File: src/rtl/cdc_hs_tx.sv
`timescale 1ns/1ps
// Source side of a 4-phase req/ack handshake carrying a DW-bit word to another
// clock domain, with a per-phase stall counter and a sticky timeout flag.
module cdc_hs_tx #(
    parameter int DW     = 32,
    parameter int TO_CYC = 255
) (
    input  logic          clk,
    input  logic          rst,
    input  logic          in_valid,
    input  logic [DW-1:0] in_data,
    output logic          in_ready,
    output logic          req_o,
    output logic [DW-1:0] data_o,
    input  logic          ack_i,
    output logic          busy,
    output logic          done,
    input  logic          err_clr,
    output logic          timeout_err
);

    typedef enum logic [1:0] {
        IDLE    = 2'd0,
        WAIT_HI = 2'd1,
        WAIT_LO = 2'd2
    } state_t;

    localparam logic [15:0] TO_LIM = 16'(TO_CYC);

    state_t        state_q;
    logic          ack_meta_q;
    logic          ack_s_q;
    logic          req_q;
    logic [DW-1:0] data_q;
    logic          done_q;
    logic          err_q;
    logic          err_d;
    logic [15:0]   cnt_q;
    logic [15:0]   cnt_d;
    logic          accept;
    logic          phase_change;

    // ack_i is asynchronous; only the second flop's output is used anywhere.
    always_ff @(posedge clk or posedge rst) begin
        if (rst) begin
            ack_meta_q <= 1'b0;
            ack_s_q    <= 1'b0;
        end else begin
            ack_meta_q <= ack_i;
            ack_s_q    <= ack_meta_q;
        end
    end

    assign in_ready = (state_q == IDLE) && !ack_s_q;
    assign accept   = in_valid && in_ready;

    always_ff @(posedge clk or posedge rst) begin
        if (rst) begin
            state_q <= IDLE;
            req_q   <= 1'b0;
            data_q  <= '0;
            done_q  <= 1'b0;
        end else begin
            done_q <= 1'b0;
            case (state_q)
                IDLE: begin
                    if (accept) begin
                        data_q  <= in_data;
                        req_q   <= 1'b1;
                        state_q <= WAIT_HI;
                    end
                end
                WAIT_HI: begin
                    if (ack_s_q) begin
                        req_q   <= 1'b0;
                        state_q <= WAIT_LO;
                    end
                end
                WAIT_LO: begin
                    if (!ack_s_q) begin
                        done_q  <= 1'b1;
                        state_q <= IDLE;
                    end
                end
                default: begin
                    req_q   <= 1'b0;
                    state_q <= IDLE;
                end
            endcase
        end
    end

    assign phase_change = accept
                       || ((state_q == WAIT_HI) && ack_s_q)
                       || ((state_q == WAIT_LO) && !ack_s_q);

    // The flag is only reported, never acted on: a slow remote still completes.
    always_comb begin
        cnt_d = cnt_q;
        if ((state_q == IDLE) || phase_change) begin
            cnt_d = '0;
        end else if (cnt_q != TO_LIM) begin
            cnt_d = cnt_q + 16'd1;
        end
        err_d = err_q;
        if (cnt_d == TO_LIM) begin
            err_d = 1'b1;
        end else if (err_clr) begin
            err_d = 1'b0;
        end
    end

    always_ff @(posedge clk or posedge rst) begin
        if (rst) begin
            cnt_q <= '0;
            err_q <= 1'b0;
        end else begin
            cnt_q <= cnt_d;
            err_q <= err_d;
        end
    end

    assign req_o       = req_q;
    assign data_o      = data_q;
    assign done        = done_q;
    assign timeout_err = err_q;
    assign busy        = (state_q != IDLE);

endmodule

File: config.mk
export PLATFORM = sky130hd
export DESIGN_NAME = cdc_hs_tx
export DESIGN_NICKNAME = d
export VERILOG_FILES = /design/src/rtl/cdc_hs_tx.sv
export SDC_FILE = /design/constraint.sdc
export NUM_CORES = 1
export LEC_CHECK = 0
export CAP_MARGIN = 25
export CORE_MARGIN = 3
export CORE_UTILIZATION = 40
export DETAILED_ROUTE_END_ITERATION = 8
export PLACE_DENSITY = 0.72
export SLEW_MARGIN = 20
export SYNTH_ARGS = -nofsm -noshare
export SYNTH_HDL_FRONTEND = slang
export SYNTH_SLANG_ARGS = --single-unit
File: constraint.sdc
create_clock -name clk -period 4.1 [get_ports clk]
set_clock_uncertainty 0.05 [all_clocks]
set_input_delay 0.82 -clock clk [delete_from_list [all_inputs] [get_ports clk]]
set_output_delay 0.82 -clock clk [all_outputs]
set_load 0.02 [all_outputs]
==> flow_summary_export.csv <==
group,metric,value,unit
run_status,status,"finished, final reports clean",
worst_setup_path,crit_type,"reg2reg",
cts,htreeDepth,2,
synthesis,synth-async-reset-ratio,100,%
cts,clock-sinks,55,
cts,clkSlewWorstSetupHoldPaths,0.09,ns
timing,tightest_slew,0.723,ns
synthesis,syn-mean-instance-area,13.1,µm²
timing,fin_crit,2.75,ns
placed_design,place_area,3230,µm²
timing,max_freq,0.363,GHz
timing,tns,0,ns
cts,hold_buffers,0,
synthesis,synth_area,2430,µm²
layout,utilization,58.6,%
power,power.density,453,nW/µm²
run,maxCapViolations,0,
synthesis,synth-edff-count,0,
cts,cts_buffers,5,
global_routing,grt_usage,14.7,%
worst_setup_path,critPathCaptureType,"flip-flop",
synthesis,synth_flop_cell,"dfrtp_1",
timing,setup_ws,1.35,ns
global_routing,grt_pass1_vias,1664,
drt,post_drt_wl_per_cell,14.8,µm
drt,drtAntennaViolNets,0,
synthesis,synth_cell_type_count,49,
layout,finalInstanceArea,3330,µm²
timing,timing.hold.ws,0.310,ns
die,die-height,83.9,µm
placed_design,io_buffers,73,
worst_setup_path,rrSetupSlack,1.35,ns
timing,rsz0062_at_grt,"no",
drt,vias_per_cell,5.19,
die,start_util,42.8,%
worst_setup_path,crit_arrival,2.91,ns
synthesis,synth_cells,186,
die,die_area,7040,µm²
timing,setup_viol,0,
timing,finalCritPeriodShare,67.1,%
worst_setup_path,reg2reg_from,"cnt_q[0]$_DFF_PP0_",
drt,first_pass_iters,4,
die,coreArea,5680,µm²
placed_design,dp_hpwl,3720,µm
synthesis,seq_area_frac_synth,56.7,%
synthesis,synth_top_area_share,56.7,%
global_routing,grt_max_degree,37,
synthesis,synth_fp_nets,224,
power,irDropWorstVdd,0.215,mV
power,cellLeakagePower,1.33,nW
timing,relSlewSlack,51.8,%
timing,drv_slew,0,
layout,num_antenna_cells,0,
synthesis,yosys_warnings,0,
drt,num_vias,1740,
global_routing,grt_antenna_before_repair,0,
die,num_rows,27,
worst_setup_path,crit_fanout,11,
placed_design,gp_congestion,0.860,
drt,drc,0,
cts,post_cts_buffers,0,
die,ios,74,
placed_design,pre_cts_slack,1.39,ns
synthesis,synth_area_leaders,"dfrtp_1, mux2_2, mux2_1, nor2_1, xnor2_1",
power,power,1.51,mW
cts,cts.path.max_buffers,2,
drt,drtIter0Drc,53,
cts,cts_resized,0,
synthesis,synth_seq_cells,55,
global_routing,overflow,0,
placed_design,post-place-cells,327,
cts,ctsRootBufferMaster,"clkbuf_8",
die,chipWidth,83.9,µm
worst_setup_path,startpoint,"cnt_q[0]$_DFF_PP0_",
worst_setup_path,required,4.26,ns
timing,finalHoldViolations,0,
synthesis,yosys.area.top_type,"dfrtp_1",
worst_setup_path,cp-start-kind,"flip-flop",
layout,fin_nets,300,
cts,clock_insertion_delay_worst_skew,0.30,ns
layout,area.growth.synth_to_final,37.1,%
layout,fillCellCount,493,
cts,cts_tree,"built",
min_path,min_from,"ack_meta_q$_DFF_PP0_",
min_path,hold_path_class,"reg2reg",
drt,routed_wl,4960,µm
layout,drive_above_1_share,19.0,%
layout,final_cells,335,
global_routing,grt_pass1_wl,8260,µm
flip-flops by register name, summed over array words and instances, names as in the netlist:
register     flops
ack_s_q          1
done             1
data_o          32
state_q          2
req_o            1
cnt_q           16
timeout_err      1
ack_meta_q       1
cells by family (layout without fill, tap and decap cells):
kind of cell	count (synthesis)	count (layout)	synth area share, %
buf+inv	11	88	2.32
flops	55	55	56.7
mux	35	35	16.1
xor+xnor	6	6	2.16
fa+ha+maj	1	1	0.515
compound gates	24	24	8.25
simple gates	54	54	13.9
layer usage:
metal | GRT usage (%) | vias up | part of all wire [%]
met1 | 22.1 | 833 | 52
met2 | 19.8 | 69 | 42
met5 | 0 | - | 0
li1 | - | 834 | -
met4 | 5.70 | 0 | 0.91
met3 | 4.05 | 4 | 5.8
area by class of cell:
class,count,area [µm²],area share (%)
Sequential cell,55,1380,41.4
Multi-Input combinational cell,120,995,29.9
Timing Repair Buffer,76,753,22.6
Tap cell,72,90.1,2.71
Clock buffer,6,82.6,2.48
Clock inverter,2,16.3,0.489
Inverter,4,15.0,0.451
layout by cell type, fill, tap and decap left out, types with 2 or more instances in the layout:
cell type and count:
o21ai_0 3, and2_1 3, inv_1 3, nor3_1 2, o31ai_1 2, o211ai_1 2, dfrtp_1 55, a21oi_1 3
nand3_1 3, or4_1 3, buf_4 3, nand2_1 8, a21oi_2 2, nor2_1 13, mux2_2 22, clkdlybuf4s50_1 73
or3_2 2, nand4_1 4, mux2i_1 2, a31oi_1 2, or2_2 2, mux2_1 11, clkbuf_8 6, nor4_1 2
xor2_1 2, xnor2_1 4, o41ai_1 2
critical path, stage by stage (launching register included):
cell and delay (ns):
dfrtp_1 0.43, ha_1 0.25, nand4_2 0.29, nor4_4 0.67, xor2_1 0.17, a2111oi_0 0.41
nand4_1 0.17, o32ai_2 0.23
worst paths after layout:
check	endpoint	depth (start not counted)
worst max-delay path	timeout_err$_DFFE_PP0P_	7
worst min-delay path	ack_s_q$_DFF_PP0_	0
worst max register to register	timeout_err$_DFFE_PP0P_	7
worst min register to register	ack_s_q$_DFF_PP0_	0
max in group asynchronous	data_o[12]$_DFFE_PP0P_	3
min in group asynchronous	cnt_q[5]$_DFF_PP0_	2
where the power goes:
part           leakage [nW]  switching (mW)  internal [mW]  total [mW]
Combinational         0.597           0.234          0.274       0.508
Clock                0.0474           0.169          0.138       0.307
Sequential            0.685          0.0501          0.642       0.692
Yosys cell counts (3+ instances only):
library cell and instances:
a21oi_1 3, and2_1 3, buf_2 3, dfrtp_1 55, inv_1 4, mux2_1 11, mux2_2 22, nand2_1 8
nand3_1 3, nand4_1 4, nor2_1 13, o21ai_0 3, or4_1 3, xnor2_1 4
Note: power is estimated with default switching activity, not from simulation.
